[config.mk]
export PLATFORM = sky130hd
export DESIGN_NAME = key_input_flat
export DESIGN_NICKNAME = d
export VERILOG_FILES = /design/src/rtl/key_input_pkg.sv /design/src/rtl/key_input_if.sv /design/src/rtl/key_input_debounce.sv /design/src/rtl/key_input_periph.sv /design/src/rtl/key_input.sv /design/src/flat_wrapper.sv
export SDC_FILE = /design/constraint.sdc
export NUM_CORES = 1
export LEC_CHECK = 0
export CORE_UTILIZATION = 55
export CTS_CLUSTER_DIAMETER = 60
export CTS_CLUSTER_SIZE = 8
export DETAILED_ROUTE_END_ITERATION = 10
export PLACE_DENSITY = 0.93
export SLEW_MARGIN = 20
export SYNTH_ARGS = -nofsm -noshare
export SYNTH_HDL_FRONTEND = slang
export SYNTH_SLANG_ARGS = --single-unit
[constraint.sdc]
create_clock -name clk -period 3.9 [get_ports clk]
set_clock_uncertainty 0.2 [all_clocks]
set_input_delay 0.78 -clock clk [delete_from_list [all_inputs] [get_ports clk]]
set_output_delay 0.78 -clock clk [all_outputs]
set_load 0.02 [all_outputs]
[src/rtl/key_input_pkg.sv]
// Shared constants for the key_input peripheral: bus widths and register word indices.
package key_input_pkg;

    localparam int KEY_DATA_WIDTH = 32;
    localparam int KEY_ADDR_WIDTH = 32;
    localparam int KEY_NUM_WORDS  = 4;

    localparam logic [1:0] KEY_WORD_STATE  = 2'd0;
    localparam logic [1:0] KEY_WORD_RISE   = 2'd1;
    localparam logic [1:0] KEY_WORD_FALL   = 2'd2;
    localparam logic [1:0] KEY_WORD_IRQ_EN = 2'd3;

endpackage

[src/rtl/key_input_if.sv]
// Arilla bus: single-cycle request, acknowledge and read data returned one clock later.
interface arilla_bus_if;

    logic                                      req;
    logic                                      we;
    logic [key_input_pkg::KEY_ADDR_WIDTH-1:0]  addr;
    logic [key_input_pkg::KEY_DATA_WIDTH-1:0]  data_ctp;
    logic [key_input_pkg::KEY_DATA_WIDTH-1:0]  data_ptc;
    logic                                      ack;

    modport master (output req, we, addr, data_ctp, input data_ptc, ack);
    modport slave  (input req, we, addr, data_ctp, output data_ptc, ack);

endinterface

[src/rtl/key_input_debounce.sv]
// One input bit: two-flop synchroniser, persistence counter and accepted level,
// with single-cycle pulses on the cycle the accepted level changes.
module key_debounce #(
    parameter int DebounceCycles = 500000
) (
    input  logic i_clk,
    input  logic i_rst,
    input  logic i_in,
    output logic o_stable,
    output logic o_rise,
    output logic o_fall
);

    localparam int                  CntWidth = $clog2(DebounceCycles + 1);
    localparam logic [CntWidth-1:0] Terminal = CntWidth'(DebounceCycles - 1);

    logic                r_meta;
    logic                r_sync;
    logic                r_stable;
    logic [CntWidth-1:0] r_cnt;
    logic                w_accept;

    assign w_accept = (r_sync != r_stable) && (r_cnt == Terminal);

    always_ff @(posedge i_clk) begin
        if (i_rst) begin
            r_meta   <= 1'b0;
            r_sync   <= 1'b0;
            r_stable <= 1'b0;
            r_cnt    <= '0;
        end else begin
            r_meta <= i_in;
            r_sync <= r_meta;
            // Any return to the accepted level restarts the persistence count.
            if (r_sync == r_stable) begin
                r_cnt <= '0;
            end else if (w_accept) begin
                r_stable <= r_sync;
                r_cnt    <= '0;
            end else begin
                r_cnt <= r_cnt + CntWidth'(1);
            end
        end
    end

    assign o_stable = r_stable;
    assign o_rise   = w_accept && r_sync;
    assign o_fall   = w_accept && !r_sync;

endmodule

[src/rtl/key_input_periph.sv]
// Register-window adapter: decodes a SizeWords window at BaseAddress and returns
// read data (sampled in the request cycle) with ack on the following clock.
module periph_mem_interface #(
    parameter int BaseAddress = 0,
    parameter int SizeWords   = 4,
    parameter int DataWidth   = key_input_pkg::KEY_DATA_WIDTH,
    parameter int AddrWidth   = key_input_pkg::KEY_ADDR_WIDTH
) (
    input  logic                         i_clk,
    input  logic                         i_rst_n,
    arilla_bus_if.slave                  bus,
    output logic                         o_wr_en,
    output logic [$clog2(SizeWords)-1:0] o_word,
    output logic [DataWidth-1:0]         o_data_out,
    input  logic [DataWidth-1:0]         i_data_in
);

    localparam int WordBits = $clog2(SizeWords);

    logic [AddrWidth-1:0] w_offset;
    logic                 w_hit;
    logic                 w_unused;
    logic                 r_ack;
    logic [DataWidth-1:0] r_rdata;

    assign w_offset   = bus.addr - AddrWidth'(BaseAddress);
    assign w_hit      = bus.req && (w_offset < AddrWidth'(SizeWords * 4));
    assign o_word     = w_offset[WordBits+1:2];
    assign o_wr_en    = w_hit && bus.we;
    assign o_data_out = bus.data_ctp;
    assign w_unused   = &{1'b0, w_offset[1:0]};

    always_ff @(posedge i_clk) begin
        if (!i_rst_n) begin
            r_ack   <= 1'b0;
            r_rdata <= '0;
        end else begin
            r_ack   <= w_hit;
            r_rdata <= (w_hit && !bus.we) ? i_data_in : '0;
        end
    end

    assign bus.ack      = r_ack;
    assign bus.data_ptc = r_rdata;

endmodule

[src/rtl/key_input.sv]
// Debounced key/switch input peripheral with sticky W1C edge flags.
// Define KEY_INPUT_IRQ_EN to build the IRQ_EN register and the registered irq output.
module key_input
    import key_input_pkg::*;
#(
    parameter int BaseAddress    = 0,
    parameter int NumInputs      = 4,
    parameter int DebounceCycles = 500000,
    parameter int ActiveLow      = 1
) (
    input  logic                 clk,
    input  logic                 rst,
    input  logic [NumInputs-1:0] keys,
    output logic                 irq,
    arilla_bus_if.slave          bus_interface
);

    localparam int DataWidth = KEY_DATA_WIDTH;
    localparam int WordBits  = $clog2(KEY_NUM_WORDS);

    logic [NumInputs-1:0] w_in;
    logic [NumInputs-1:0] w_stable;
    logic [NumInputs-1:0] w_rise;
    logic [NumInputs-1:0] w_fall;
    logic [NumInputs-1:0] w_clr_rise;
    logic [NumInputs-1:0] w_clr_fall;
    logic [NumInputs-1:0] w_irq_en;
    logic                 w_rst_n;
    logic                 w_wr_en;
    logic [WordBits-1:0]  w_word;
    logic [DataWidth-1:0] w_data_out;
    logic [DataWidth-1:0] w_rdata;
    logic                 w_unused;
    logic [NumInputs-1:0] r_rise;
    logic [NumInputs-1:0] r_fall;

    // Inversion happens before synchronisation so a pressed active-low key reads 1.
    assign w_in     = keys ^ {NumInputs{ActiveLow != 0}};
    assign w_rst_n  = ~rst;
    assign w_unused = &{1'b0, w_data_out};

    for (genvar gi = 0; gi < NumInputs; gi++) begin : g_db
        key_debounce #(.DebounceCycles(DebounceCycles)) u_db (
            .i_clk    (clk),
            .i_rst    (rst),
            .i_in     (w_in[gi]),
            .o_stable (w_stable[gi]),
            .o_rise   (w_rise[gi]),
            .o_fall   (w_fall[gi])
        );
    end

    periph_mem_interface #(
        .BaseAddress (BaseAddress),
        .SizeWords   (KEY_NUM_WORDS),
        .DataWidth   (DataWidth),
        .AddrWidth   (KEY_ADDR_WIDTH)
    ) u_mem (
        .i_clk      (clk),
        .i_rst_n    (w_rst_n),
        .bus        (bus_interface),
        .o_wr_en    (w_wr_en),
        .o_word     (w_word),
        .o_data_out (w_data_out),
        .i_data_in  (w_rdata)
    );

    assign w_clr_rise = (w_wr_en && w_word == KEY_WORD_RISE) ? w_data_out[NumInputs-1:0] : '0;
    assign w_clr_fall = (w_wr_en && w_word == KEY_WORD_FALL) ? w_data_out[NumInputs-1:0] : '0;

    // Set is OR'd in after the clear so a same-cycle edge is never lost.
    always_ff @(posedge clk) begin
        if (rst) begin
            r_rise <= '0;
            r_fall <= '0;
        end else begin
            r_rise <= (r_rise & ~w_clr_rise) | w_rise;
            r_fall <= (r_fall & ~w_clr_fall) | w_fall;
        end
    end

`ifdef KEY_INPUT_IRQ_EN
    logic [NumInputs-1:0] r_irq_en;
    logic                 r_irq;

    always_ff @(posedge clk) begin
        if (rst) begin
            r_irq_en <= '0;
            r_irq    <= 1'b0;
        end else begin
            if (w_wr_en && w_word == KEY_WORD_IRQ_EN) begin
                r_irq_en <= w_data_out[NumInputs-1:0];
            end
            r_irq <= |((r_rise | r_fall) & r_irq_en);
        end
    end

    assign w_irq_en = r_irq_en;
    assign irq      = r_irq;
`else
    assign w_irq_en = '0;
    assign irq      = 1'b0;
`endif

    always_comb begin
        w_rdata = '0;
        case (w_word)
            KEY_WORD_STATE:  w_rdata[NumInputs-1:0] = w_stable;
            KEY_WORD_RISE:   w_rdata[NumInputs-1:0] = r_rise;
            KEY_WORD_FALL:   w_rdata[NumInputs-1:0] = r_fall;
            KEY_WORD_IRQ_EN: w_rdata[NumInputs-1:0] = w_irq_en;
            default:         w_rdata = '0;
        endcase
    end

endmodule
[src/flat_wrapper.sv]
// flat-port wrapper written by rule: the top's interface ports become plain ports
module key_input_flat import key_input_pkg::*;
#(
    parameter int BaseAddress    = 0,
    parameter int NumInputs      = 4,
    parameter int DebounceCycles = 500000,
    parameter int ActiveLow      = 1
)
  (clk, rst, keys, irq, bus_interface_req, bus_interface_we, bus_interface_addr, bus_interface_data_ctp, bus_interface_data_ptc, bus_interface_ack);
  arilla_bus_if bus_interface_i ();
  input  logic clk;
  input  logic rst;
  input  logic [NumInputs-1:0] keys;
  output logic irq;
  input wire logic [$bits(bus_interface_i.req)-1:0] bus_interface_req;
  input wire logic [$bits(bus_interface_i.we)-1:0] bus_interface_we;
  input wire logic [$bits(bus_interface_i.addr)-1:0] bus_interface_addr;
  input wire logic [$bits(bus_interface_i.data_ctp)-1:0] bus_interface_data_ctp;
  output wire logic [$bits(bus_interface_i.data_ptc)-1:0] bus_interface_data_ptc;
  output wire logic [$bits(bus_interface_i.ack)-1:0] bus_interface_ack;
  assign bus_interface_i.req = bus_interface_req;
  assign bus_interface_i.we = bus_interface_we;
  assign bus_interface_i.addr = bus_interface_addr;
  assign bus_interface_i.data_ctp = bus_interface_data_ctp;
  assign bus_interface_data_ptc = bus_interface_i.data_ptc;
  assign bus_interface_ack = bus_interface_i.ack;
  key_input #(.BaseAddress(BaseAddress), .NumInputs(NumInputs), .DebounceCycles(DebounceCycles), .ActiveLow(ActiveLow)) u_core (.clk(clk), .rst(rst), .keys(keys), .irq(irq), .bus_interface(bus_interface_i));
endmodule
Yosys cells after proc, flatten, opt, wreduce, memory -nomap -nowiden
Index checks and enable logic that the tools add are counted.
{"block": "op_classes", "n_lt_le_gt_ge": 1, "n_addsub": 4, "mux": 3, "eq_ne": 15, "n_reduce_logical": 32, "n_bitwise": 12}
{"cell": "19-bit by 1-bit adder with 19-bit output, second input constant", "count": 4}
{"cell": "19-bit == test, second input constant", "count": 4}
{"cell": "32-bit by 5-bit < comparator with 1-bit output, second input constant", "count": 1}
{"cell": "1-bit logical AND", "count": 17}
{"cell": "4-bit one-hot mux with 4 select lines", "count": 1}
{"cell": "4-bit NOT", "count": 3}
{"cell": "3-bit OR reduction", "count": 4}
{"cell": "4-bit bitwise AND", "count": 2}
{"cell": "4-bit two-way mux", "count": 2}
{"cell": "4-bit bitwise OR", "count": 2}
{"cell": "2-bit AND reduction", "count": 4}
{"cell": "1-bit zero test", "count": 5}
{"cell": "1-bit NOT", "count": 5}
{"cell": "1-bit == test", "count": 4}
{"cell": "2-bit == test, second input constant", "count": 2}
{"cell": "1-bit != test", "count": 4}
{"cell": "2-bit by 1-bit == test with 1-bit output, second input constant", "count": 1}
{"cell": "2-bit zero test", "count": 1}
{"cell": "2-bit OR reduction", "count": 1}
{"block": "word_totals", "wordCells": 88, "output_inout_bits": 34, "ff_bits": 129, "input_bits": 72}

Depth between registers and ports, before layout
Gate-level depths: netlist of run 1.
{"block": "logic_depth", "ltp_word": 8, "mapped_depth": 8, "mapped_depth_nobuf": 5}

Cells and area by module
A second synthesis of run 1 with hierarchy kept.
{"block": "hier_totals", "hier_cells": 660, "hier_area_um2": 6192.2}
{"mod": "key_debounce", "cells_each": 113, "n_inst": 4, "area_each_um2": 1022.2, "seq_area_each_um2": 440.4}
{"mod": "periph_mem_interface", "cells_each": 153, "n_inst": 1, "area_each_um2": 1612.8, "seq_area_each_um2": 660.6}
{"mod": "key_input", "cells_each": 55, "n_inst": 1, "area_each_um2": 490.5, "seq_area_each_um2": 160.2}

Worst setup path after synthesis of run 1
Ideal clock, no wire load.
{"block": "synth_path", "kind": "input port to flip-flop", "start": "input port bus_interface_addr[3]", "end": "register u_core.r_fall[2]", "path_stages": 5, "setup_ns": 0.132, "slack_ns": 1.758, "t_arrival_ns": 1.809, "path_buffers": 1, "path_cell_list": "clkbuf_1 -> nor4b_1 -> nand4_1 -> o31ai_1 -> a21oi_1"}
{"block": "synth_between", "elab_chain_len": 8, "elab_cells_between_ends": 9, "cone_classes": "order compare (1); eq/ne (1); mux (1); bitwise (3); reduce/logical (3)"}
{"item": "start, declared", "line_no": "flat_wrapper.sv:17", "source": "input wire logic [$bits(bus_interface_i.addr)-1:0] bus_interface_addr;"}
{"item": "32-bit by 5-bit < comparator with 1-bit output", "line_no": "key_input_periph.sv:27", "source": "assign w_hit = bus.req && (w_offset < AddrWidth'(SizeWords * 4));"}
{"item": "1-bit logical AND", "line_no": "key_input_periph.sv:27"}
{"item": "1-bit logical AND", "line_no": "key_input_periph.sv:29", "source": "assign o_wr_en = w_hit && bus.we;"}
{"item": "1-bit logical AND (*)", "line_no": "key_input.sv:69", "source": "assign w_clr_fall = (w_wr_en && w_word == KEY_WORD_FALL) ? w_data_out[NumInputs-1:0] : '0;"}
{"item": "4-bit two-way mux (*)", "line_no": "key_input.sv:69"}
{"item": "4-bit NOT (*)", "line_no": "key_input.sv:78", "source": "r_fall <= (r_fall & ~w_clr_fall) | w_fall;"}
{"item": "4-bit bitwise AND (*)", "line_no": "key_input.sv:78"}
{"item": "4-bit bitwise OR (*)", "line_no": "key_input.sv:78"}
{"item": "end signal, assigned", "line_no": "key_input.sv:78"}
{"item": "end, declared", "line_no": "key_input.sv:35", "source": "logic [NumInputs-1:0] r_fall;"}
Every way passes the cells marked *; elsewhere a longest branch is shown, timed or not.
A chain may end at the register's enable or synchronous reset.

Worst setup path after layout of run 1
Ends and elaborated chain as after synthesis.

==> results of run 1 <==
-- power by group --
group	internal, mW	switching [mW]	total [mW]
clock	0.383	0.364	0.748
combinational	0.0445	0.0527	0.0972
sequential	1.04	0.00302	1.04
total	1.46	0.420	1.88
-- critical path: cells and delay by family --
kind | cells | cell delay [ns]
AOI/OAI and AO/OA | 2 | 0.44
buffers and inverters | 1 | 0.74
and+or+nand+nor | 2 | 0.59
-- logic make-up after synthesis --
family                   after synthesis  synth area share (%)
AO/OA/AOI/OAI                         69                  8.84
XOR/XNOR                              53                  9.61
adder cells (fa/ha/maj)                4                  1.04
buffers and inverters                 61                  7.96
flip-flops                           101                  41.9
multiplexers                           4                 0.829
other                                  1                0.0777
AND/OR/NAND/NOR                      259                  29.8
-- flip-flops by register name, indices dropped and copies added, names as in the netlist --
signal / cells
u_core.g_db.u_db.o_stable: 4
u_core.g_db.u_db.r_cnt: 76
u_core.g_db.u_db.r_meta: 4
u_core.g_db.u_db.r_sync: 4
u_core.r_fall: 4
u_core.r_rise: 4
u_core.u_mem.bus.ack: 1
u_core.u_mem.bus.data_ptc: 4
-- cell usage after synthesis (all sizes together) (3+ instances only) --
library cell,number,area [sq um]
and3,4,26.3
a21oi,31,155
and2,13,81.3
nand2,31,116
mux2i,4,40.0
nor4b,3,26.3
nor2,69,259
inv,13,48.8
nand4,33,206
o31ai,15,113
nor2b,7,43.8
nand3,25,125
xor2,31,272
o21ai,18,113
or3,11,78.8
nand3b,3,22.5
and4,11,97.6
a21bo,3,30.0
or4,12,91.3
nand4b,3,26.3
ha,4,50.1
nor4,13,93.8
dfxtp,101,2020
clkbuf,7,26.3
xnor2,22,193
nor3,11,55.1
or4b,3,30.0
buf,41,309
-- metrics by stage --
stage	hold slack (ns)	std cells
floorplan	0.211	580
global placement	0.217	684
detailed placement	0.228	684
CTS	0.250	700
global route	0.258	700
finish	0.246	700
-- layer usage --
metal / vias to the layer above / track usage, %
met4: 0 / 9.70
met5: - / 0
met2: 152 / 40.1
li1: 1977 / -
met3: 20 / 4.74
met1: 1902 / 25.9
-- final cells by class --
type / instances / area, sq um / share of cell area (%)
Timing Repair Buffer: 47 / 468 / 8.62
Inverter: 13 / 48.8 / 0.899
Sequential cell: 101 / 2020 / 37.3
Clock buffer: 10 / 138 / 2.54
Tap cell: 105 / 131 / 2.42
Clock inverter: 6 / 92.6 / 1.71
Multi-Input combinational cell: 418 / 2530 / 46.6
-- worst paths after layout --
path	start	to	slack, ns	cells past startpoint
max	bus_interface_addr[3]	u_core.r_fall[2]	1.38	5
min	u_core.g_db[3].u_db.r_meta	u_core.g_db[3].u_db.r_sync	0.25	1
max reg2reg	u_core.g_db[3].u_db.r_cnt[0]	u_core.g_db[3].u_db.r_cnt[12]	1.39	5
min reg2reg	u_core.g_db[3].u_db.r_meta	u_core.g_db[3].u_db.r_sync	0.25	1
==> impl_metrics.yaml, run 1 <==
timing:
  finalSetupViolCount: 0
  rsz0062_at_grt: "no"
  maxSlewHeadroom_pct: 61.3
  hold_viol: 0
  fmax_mhz: 397
  setup_ws_ns: 1.38
  fin_crit_sh_pct: 64.6
  setup_tns_ns: 0
  fin_crit_ns: 2.52
  maxSlewViolCount: 0
  worst_pin_slew_ns: 0.581
critical_path:
  slowest_stage: "clkdlybuf4s50_1"
  cp_cell_sequence: "clkdlybuf4s50_1, nor4b_1, nand4_1, o31ai_1, a21oi_1"
  cp.required_ns: 3.94
  worstPathArrival_ns: 2.56
  crit_type: "in2reg"
  cp_max_fo: 7
  crit_path_end_kind: "flop"
  max_stage_delay_ns: 0.74
  startpoint_type: "input port"
run:
  max_cap_violations: 0
drt:
  detail_route.first_pass.iterations: 5
  vias: 4051
  routed.top_layer: "met4"
  via_per_inst: 5.79
  wl_met3_um: 713
  wl_met1_um: 4200
  drt_iter0_markers: 174
  final_antenna_net_count: 0
  drc_errors: 0
  wl_per_cell_um: 14.3
  routed_wl_um: 10000
  met2_length_um: 4900
run_status:
  outcome: "finished clean"
yosys:
  netlist_area_sq_um: 4830
  syn_inst: 552
  yosys_warnings: 0
  synth_cell_type_count: 45
  ys.flop_type: "dfxtp_1"
  ys_seq_area_share_pct: 41.9
  synth-async-reset-ratio_pct: 0
  synth_seq_cells: 101
  synth_edf_count: 0
  syn_avg_cell_area_sq_um: 8.75
cts:
  clock_path_buffers: 2
  cts_made_buffers: 9
  clk_pin_slew_ns: 0.09
  root_buffer: "clkbuf_8"
  worst_skew_pair.late_latency_ns: 0.37
  clock_sinks: 101
  cts_max_level: 3
  cts_setup_buffers: 0
  cts_tree: "built"
  postCtsHoldBufs: 0
  cts_resized: 0
grt:
  grt_max_degree: 20
  grt_overflow: 0
  grt_pass1_vias: 3745
  grt_usage_pct: 22.5
  antenna_found_initial: 0
  grt_pass1_wl_um: 16000
power_and_ir_drop:
  leakage_nw: 1.70
  p_per_area_nw_per_um2: 347
  ir_worst_vdd_mv: 0.190
  total_power_mw: 1.88
floorplan:
  initial_core_util_pct: 57.9
  io_pins: 106
  dieHeight_um: 95.7
  dieWidth_um: 95.7
  dieArea_sq_um: 9160
  rows: 33
  core_area_sq_um: 8340
final_layout:
  fillers: 646
  drive_gt1_share_pct: 5.38
  final_common_cell: "dfxtp_1"
  final_cell_mix: "101 x dfxtp_1, 69 x nor2_1, 46 x clkdlybuf4s50_1"
  area_delta_synth_final_pct: 12.4
  fin_area_sq_um: 5430
  fin_util_pct: 65.1
  antenna_cells: 0
  nets: 666
worst_hold_path:
  hold_class: "reg2reg"
placed_design:
  placed_area_sq_um: 5200
  dp_hpwl_um: 7120
  gp_congestion: 0.876
  dp_slack_ns: 1.03
  port-buffer-count: 46
(Power assumes the default switching activity.)
==> inputs of run 2 (changes only) <==
Settings changed: CORE_UTILIZATION 55 to 51, PLACE_DENSITY 0.93 to 0.87.
Clock period 3.9 ns to 2.4 ns, I/O delays scaled along.
==> impl_metrics.yaml, run 2 (synthesis gave the netlist of run 1 again) <==
run_status:
  outcome: "finished clean"
final_layout:
  fin_util_pct: 59.9
  nets: 675
  drive_gt1_share_pct: 6.63
  top_register: "u_core.g_db.u_db.r_cnt"
  final_common_cell: "dfxtp_1"
  largest_register_ffs: 76
  area_delta_synth_final_pct: 14.0
  fillers: 782
  final_cell_mix: "101 x dfxtp_1, 69 x nor2_1, 46 x clkdlybuf4s50_1"
  antenna_cells: 0
grt:
  antenna_found_initial: 0
  grt_pass1_vias: 3840
  grt_pass1_wl_um: 16200
  grt_max_degree: 26
  grt_overflow: 0
  grt_usage_pct: 20.2
critical_path:
  crit_start: "u_core.g_db[2].u_db.r_cnt[14]"
  reg2reg_from: "u_core.g_db[2].u_db.r_cnt[14]"
  crit_path_end_kind: "flop"
  cp_max_fo: 19
  worstPathArrival_ns: 2.25
  crit_type: "reg2reg"
  cp.required_ns: 2.43
  startpoint_type: "flop"
cts:
  worst_skew_pair.late_latency_ns: 0.37
  cts_setup_buffers: 0
  cts_made_buffers: 9
  root_buffer: "clkbuf_8"
  clk_pin_slew_ns: 0.09
  cts_tree: "built"
  cts_max_level: 3
  cts_resized: 0
  postCtsHoldBufs: 0
  clock_sinks: 101
  clock_path_buffers: 2
worst_hold_path:
  hold_class: "reg2reg"
  hp-start: "u_core.g_db[0].u_db.r_cnt[0]"
drt:
  wl_per_cell_um: 13.6
  detail_route.first_pass.iterations: 5
  routed_wl_um: 9690
  vias: 4021
  final_antenna_net_count: 0
  drt_iter0_markers: 157
  drc_errors: 0
  via_per_inst: 5.63
timing:
  finalSetupViolCount: 0
  fin_crit_sh_pct: 92.5
  setup_ws_ns: 0.180
  maxSlewHeadroom_pct: 61.0
  fmax_mhz: 450
  hold_viol: 0
  maxSlewViolCount: 0
  setup_tns_ns: 0
  worst_pin_slew_ns: 0.579
  rsz0062_at_grt: "no"
  fin_crit_ns: 2.22
placed_design:
  port-buffer-count: 46
  gp_congestion: 0.846
  dp_hpwl_um: 6970
  dp_slack_ns: -0.0194
floorplan:
  rows: 35
  dieHeight_um: 99.3
  io_pins: 106
  dieArea_sq_um: 9860
  dieWidth_um: 99.3
  initial_core_util_pct: 52.5
  core_area_sq_um: 9200
power_and_ir_drop:
  p_per_area_nw_per_um2: 552
  leakage_nw: 1.75
  ir_worst_vdd_mv: 0.278
run:
  max_cap_violations: 0
-- run 2: cell count changes in the layout (fill, tap and decap cells not counted) --
| cell | change |
|---|---|
| buf_4 | +8 |
| clkinvlp_4 | -2 |
| buf_12 | +1 |
| clkbuf_8 | -1 |
| clkinv_4 | +1 |
| inv_6 | +1 |
-- run 2: path summary, 6_finish.rpt --
check	slack [ns]	endpoint	depth (start not counted)
min	0.24	u_core.g_db[0].u_db.r_cnt[0]	1
min reg2reg	0.24	u_core.g_db[0].u_db.r_cnt[0]	1
max reg2reg	0.18	u_core.g_db[2].u_db.r_cnt[12]	4
max	0.18	u_core.g_db[2].u_db.r_cnt[12]	4
-- run 2: worst max-delay path, stage by stage, from the launching register on --
cell and delay, ns:
dfxtp_1 0.37, or4b_1 0.54, or3_4 0.40, o21ai_4 0.46
nor2_1 0.12
-- run 2: through the flow --
stage | cell area (sq um) | power (mW) | hold WS, ns | instances
6_report | 5500 | 3.04 | 0.243 | 714
5_1_grt | 5500 | 3.14 | 0.279 | 714
4_1_cts | 5500 | 3.07 | 0.249 | 714
3_5_place_dp | 5290 | 1.89 | 0.230 | 699
3_3_place_gp | 5290 | 1.89 | 0.218 | 699
2_1_floorplan | 4930 | 1.84 | 0.211 | 580
-- run 2: where the power goes --
| group | internal (mW) | switching, mW | leakage [nW] |
|---|---|---|---|
| Clock | 0.595 | 0.595 | 0.111 |
| Combinational | 0.0780 | 0.0855 | 0.828 |
| Sequential | 1.68 | 0.00458 | 0.815 |
| Total | 2.36 | 0.685 | 1.75 |
-- run 2: layout make-up --
type,count,area (sq um),area share [%]
clock buffer,9,124,2.25
timing repair buffer,56,548,9.96
inverter,13,48.8,0.887
clock inverter,6,95.1,1.73
tap,111,139,2.52
sequential,101,2020,36.7
multi-input combinational,418,2530,45.9
-- run 2: routing by layer --
| metal | vias up | track usage, % | share of wire, % |
|---|---|---|---|
| met5 | - | 0 | 0 |
| met4 | 0 | 9.05 | 1.8 |
| met3 | 18 | 4.85 | 5.3 |
| met2 | 116 | 35.6 | 50 |
| met1 | 1892 | 23.1 | 43 |
| li1 | 1995 | - | - |
